### config.mk
export PLATFORM = sky130hd
export DESIGN_NAME = ninjin_stream_unpack
export DESIGN_NICKNAME = d
export VERILOG_FILES = /design/src/rtl/ninjin_stream_unpack.sv
export SDC_FILE = /design/constraint.sdc
export NUM_CORES = 1
export LEC_CHECK = 0
export CAP_MARGIN = 10
export CORE_UTILIZATION = 40
export DETAILED_ROUTE_END_ITERATION = 12
export HOLD_SLACK_MARGIN = 0.05
export PLACE_DENSITY_LB_ADDON = 0.15
export REMOVE_ABC_BUFFERS = 1
export SLEW_MARGIN = 20
export SYNTH_ARGS = -nofsm -noshare
export SYNTH_HDL_FRONTEND = slang
export SYNTH_SLANG_ARGS = --single-unit
export TNS_END_PERCENT = 30
### constraint.sdc
create_clock -name clk -period 5.3 [get_ports clk]
set_input_delay 0.795 -clock clk [delete_from_list [all_inputs] [get_ports clk]]
set_output_delay 0.795 -clock clk [all_outputs]
set_load 0.01 [all_outputs]
### src/rtl/ninjin_stream_unpack.sv
// ninjin_stream_unpack: splits 32-bit host stream words into two 16-bit
// half-words and writes them sequentially into core image memory, starting
// at a base address latched on req and stopping after len half-words.
// Optional build macro: NINJIN_SWAP_EN (write upper half first).
//
// state  | meaning
// S_IDLE | waiting for req; all outputs low
// S_RECV | s_ready high, waiting for a host word
// S_LO   | writing first half of buffered word
// S_HI   | writing second half; may accept the next word in the same cycle
// S_DONE | one-cycle ack, then back to idle
module ninjin_stream_unpack #(
   parameter int PORT     = 32,
   parameter int DWIDTH   = 16,
   parameter int MEMSIZE  = 12,
   parameter int LENWIDTH = 12
) (
   input  logic                clk,
   input  logic                xrst,
   input  logic                req,
   input  logic [MEMSIZE-1:0]  base_addr,
   input  logic [LENWIDTH-1:0] len,
   input  logic                s_valid,
   input  logic [PORT-1:0]     s_data,
   output logic                s_ready,
   output logic                mem_we,
   output logic [MEMSIZE-1:0]  mem_addr,
   output logic [DWIDTH-1:0]   mem_wdata,
   output logic                busy,
   output logic                ack
);

   typedef enum logic [2:0] {
      S_IDLE,
      S_RECV,
      S_LO,
      S_HI,
      S_DONE
   } state_t;

   state_t              state, state_nx;
   logic [MEMSIZE-1:0]  ptr;
   logic [LENWIDTH-1:0] cnt;
   logic [LENWIDTH-1:0] cnt_inc;
   logic [LENWIDTH-1:0] len_r;
   logic [PORT-1:0]     buf_q;
   logic [DWIDTH-1:0]   first_half;
   logic [DWIDTH-1:0]   second_half;
   logic                last;

`ifdef NINJIN_SWAP_EN
   assign first_half  = buf_q[PORT-1:DWIDTH];
   assign second_half = buf_q[DWIDTH-1:0];
`else
   assign first_half  = buf_q[DWIDTH-1:0];
   assign second_half = buf_q[PORT-1:DWIDTH];
`endif

   assign cnt_inc = cnt + 1'b1;
   assign last    = (cnt_inc == len_r);

   // State register
   always_ff @(posedge clk or negedge xrst) begin
      if (!xrst) state <= S_IDLE;
      else       state <= state_nx;
   end

   // Next-state and Moore output decode; s_ready depends on registered state only
   always_comb begin
      state_nx  = state;
      s_ready   = 1'b0;
      mem_we    = 1'b0;
      mem_addr  = '0;
      mem_wdata = '0;
      ack       = 1'b0;
      busy      = (state != S_IDLE);
      case (state)
         S_IDLE: begin
            if (req) state_nx = (len == '0) ? S_DONE : S_RECV;
         end
         S_RECV: begin
            s_ready = 1'b1;
            if (s_valid) state_nx = S_LO;
         end
         S_LO: begin
            mem_we    = 1'b1;
            mem_addr  = ptr;
            mem_wdata = first_half;
            state_nx  = last ? S_DONE : S_HI;
         end
         S_HI: begin
            mem_we    = 1'b1;
            mem_addr  = ptr;
            mem_wdata = second_half;
            if (last) begin
               state_nx = S_DONE;
            end else begin
               s_ready  = 1'b1;
               state_nx = s_valid ? S_LO : S_RECV;
            end
         end
         S_DONE: begin
            ack      = 1'b1;
            state_nx = S_IDLE;
         end
         default: state_nx = S_IDLE;
      endcase
   end

   // Run bookkeeping: latch run on req, advance pointer/count on each write
   always_ff @(posedge clk or negedge xrst) begin
      if (!xrst) begin
         ptr   <= '0;
         cnt   <= '0;
         len_r <= '0;
      end else if (state == S_IDLE) begin
         if (req) begin
            ptr   <= base_addr;
            len_r <= len;
            cnt   <= '0;
         end
      end else if (mem_we) begin
         ptr <= ptr + 1'b1;
         cnt <= cnt_inc;
      end
   end

   // Word buffer, loaded only on a handshake
   always_ff @(posedge clk or negedge xrst) begin
      if (!xrst)                  buf_q <= '0;
      else if (s_valid && s_ready) buf_q <= s_data;
   end

endmodule

# == Word level (Yosys, flattened, before mapping) ==
# Index checks and enable logic that the tools add are counted.
# classes
add_sub_neg,2
eq_ne,7
muxes,19
reduce_logical,9
# ops
cell,count
2-to-1 mux 12 bit,7
case mux 16 bit (2 select lines),1
adder 12 x 1 -> 12 bit (second input constant),2
2-to-1 mux 3 bit,5
== test 12 bit,1
logical NOT 12 bit,1
case mux 3 bit (4 select lines),1
== test 3 x 2 -> 1 bit (second input constant),2
AND reduction 2 bit,3
inequality test 2 bit (second input constant),2
== test 3 x 1 -> 1 bit (second input constant),1
== test 3 bit (second input constant),1
logical NOT 3 bit,1
2-to-1 mux 1 bit,3
nonzero test 3 bit,1
2-to-1 mux 2 bit,1
case mux 1 bit (2 select lines),1
nonzero test 2 bit,1
OR reduction 2 bit,1
logical AND 1 bit,1
# totals
regBits,71
inputBits,60
output_inout_bits,32
elab_cells,42

# == Longest topological paths before layout ==
# depth
word_depth,5
mapped_depth,9
depth_no_buf,8

# == Worst setup path after synthesis ==
# No wires, ideal clock.
# synth_path
path_type,register to output
start,register cnt[0]
end,output port s_ready
t_arrival_ns,1.961
required_ns,4.505
path_slack_ns,2.544
path_stages_with_launch,8
path_buffers,0
path_cell_list,dfrtp_1 ha_1 nand2_1 nor3_4 xor2_1 o221a_2 nor4_4 nor3b_1
# synth_between
elab_chain_cells,4
# synth_lines
item,line,source
start: declaration,43,logic [LENWIDTH-1:0] cnt;
start signal: assignment,124,cnt <= cnt_inc;
adder 12 x 1 -> 12 bit,59,assign cnt_inc = cnt + 1'b1;
== test 12 bit,60,assign last = (cnt_inc == len_r);
2-to-1 mux 1 bit,95,if (last) begin
case mux 1 bit (2 select lines),77,case (state)
end: declaration,25,"output logic s_ready,"
# No other way between the ends.

# == Worst setup path in the final report ==
# Ends and elaborated chain as after synthesis.

==> results.txt <==
vias in the first global route = 3,177
ANT nets after route = 0
Sw Ratio = 37.7%
first-pass GRT wire length = 15.5 mm
Starting Density = 41.1%
actual slew at the worst max-slew pin = 0.759 ns
Post-synth EDFFs = 0
WL/cell = 15.1 um
Post-synth top cells = 71 x dfrtp_1, 64 x nand2_1, 39 x nor2_1
share of the synthesized area in the top cell type = 44.5%
top_reg_cell synth = dfrtp_1
Area Overhead vs Synth = 30.2%
minimum clock period = 3.87 ns
Cell variety after synth = 48
most common cell in the netlist = dfrtp_1
antenna cell count = 0
RSZ-0062 raised after global routing = false
I/O Buffers = 91
post_cts resized = 0
total grt overflow = 0
CTS Root Cell = clkbuf_8
area leader, netlist = dfrtp_1
DP HPWL = 6.48 mm
CP Capture Type = output port
status = finished clean
vias = 3,187
max_slew headroom = 49.4%
vias per cell = 5.12
Hold Crit Depth = 2
Nets = 548
CORE AREA = 9730 um^2
Synth async-reset ratio = 100%
Mapped Cells = 402
Worst Path Max Fanout = 6
Hold Crit Class = register to register
Pre-antenna DRT Iters = 4
fin. max-slew vios = 0
CTS tree = yes
Fillers = 913
Ports = 92
clk sinks = 71
initial antenna violation count = 0
largest net degree at the start of global routing = 40
Num CTS Buffers = 9
Die Width = 102 um
area of the die = 10,400 um^2
routability cong. = 0.821
clk_skew = 0.0134 ns
Reg2Reg Depth = 9
CTS max path bufs = 2
DIE HEIGHT = 102 um
Mean Syn Cell Area = 9.94 um^2
period utilization = 73.0%
Cell Count, Final, Fillers Out = 623
clock slew at reported path FFs = 0.07 ns
postcts setup bufs = 0
Final Setup Violations = 0
share of layout cells above drive strength 1 = 13.1%
# DRC = 0
total net switching power = 1.08 mW
final hold vios = 0
CP startpoint kind = register
Worst EP arrival = 3.07 ns
Combinational Power Share = 49.2%
Yosys reg bits = 71
Lkg Pwr = 2.24 nW
synth top area cells = dfrtp_1 44%, mux2_4 11%, nand2_1 6.0%, mux2i_1 4.5%, nor2_1 3.7%
Maximum Capacitance Violations = 0
Clock Power Share = 16.4%
Internal Pwr Total = 1.79 mW
Reg power frac = 34.4%
Ys Warns = 0
Placed Cells = 608
Worst VDD drop = 264 uV
Clock Latency Late Sink = 0.34 ns
hold_buf cts = 0
Seq/Total Area, Yosys = 44.5%
DR iter-0 viols = 130
Std-Cell Rows = 36
Pwr Density = 551 nW/um^2
Syn Std Cell Area = 4000 um^2
CP required = 4.51 ns
setup TNS = 0 ns
gr usage total = 19.4%
depth of the CTS H-tree = 3
FMAX = 0.259 GHz
WL final = 9.38 mm
CP Class = register to output port
==> registers in the layout, summed over array words and instances, names as in the netlist <==
signal  cells
buf_q      32
cnt        12
len_r      12
ptr        12
state       3
==> worst max-delay path, stage by stage (launching register included) <==
cell and delay (ns):
dfrtp_1 0.47, ha_1 0.31, and2_1 0.25, a21oi_1 0.11
nor4b_2 0.24, o2111ai_1 0.24, nor4_4 0.50, nor3b_1 0.10
clkdlybuf4s50_1 0.51
==> layout by cell type (no fill, tap or decap), types with 5 or more instances in the layout <==
cell type	count
clkdlybuf4s50_1	90
buf_4	5
xor2_1	8
and2_1	12
dfrtp_1	71
nor3_1	5
nand3_1	11
nand2_1	64
nor2_1	38
mux2i_1	18
o22ai_1	7
mux2_4	30
clkbuf_8	9
nor4_1	5
o21ai_0	24
a21oi_1	27
xnor2_1	7
==> power by group through the flow <==
stage	registers (mW)	logic (mW)	clock network, mW
after floorplan	0.955	0.909	0
after detailed placement	0.984	1.42	0
final	0.984	1.41	0.470
after global routing	1.01	1.56	0.509
after global placement	0.983	1.40	0
after CTS	0.982	1.42	0.479
==> metrics by stage <==
stage | util (%) | setup slack, ns | total power [mW] | area (um^2) | hold WS (ns)
2_1_floorplan | - | 1.95 | 1.86 | 3880 | 0.465
3_3_place_gp | 51.3 | 1.91 | 2.39 | 4990 | 0.483
3_5_place_dp | 51.3 | 1.80 | 2.40 | 4990 | 0.489
4_1_cts | 53.4 | 1.41 | 2.89 | 5200 | 0.509
5_1_grt | 53.5 | 1.18 | 3.08 | 5200 | 0.527
6_report | 53.5 | 1.43 | 2.86 | 5200 | 0.506
==> final timing paths <==
kind,start,end,slack [ns]
worst max-delay path,cnt[0],s_ready,1.43
worst min-delay path,len_r[6],len_r[6],0.51
worst max register to register,cnt[0],buf_q[13],2.31
worst min register to register,len_r[6],len_r[6],0.51
max in group asynchronous,xrst,buf_q[6],3.80
min in group asynchronous,xrst,len_r[3],0.52
==> per-layer routing <==
metal / global-route usage [%] / share of wire, %
met1: 26.3 / 48
met2: 30.4 / 45
met3: 6.09 / 5.5
met4: 4.73 / 1.0
met5: 0 / 0
==> cells by family (layout without fill, tap and decap cells) <==
family                   Yosys count  count (layout)  synth area share [%]
adder cells (fa/ha/maj)            2               2                 0.626
AND/OR/NAND/NOR                  163             163                  21.3
flip-flops                        71              71                  44.5
multiplexers                      50              50                  16.3
XOR/XNOR                          15              15                  3.29
AO/OA/AOI/OAI                     74              74                  10.7
buffers and inverters             27             115                  3.29
==> cell type report <==
class                   count  area [um^2]  area share, %
inverters                   4         15.0          0.289
well taps                 133          166           3.20
clock inverters             5         83.8           1.61
clock buffers              10          128           2.45
multi-input cells         304         2090           40.2
flip-flops and latches     71         1780           34.2
repair buffers             96          943           18.1
(Power assumes the default switching activity.)
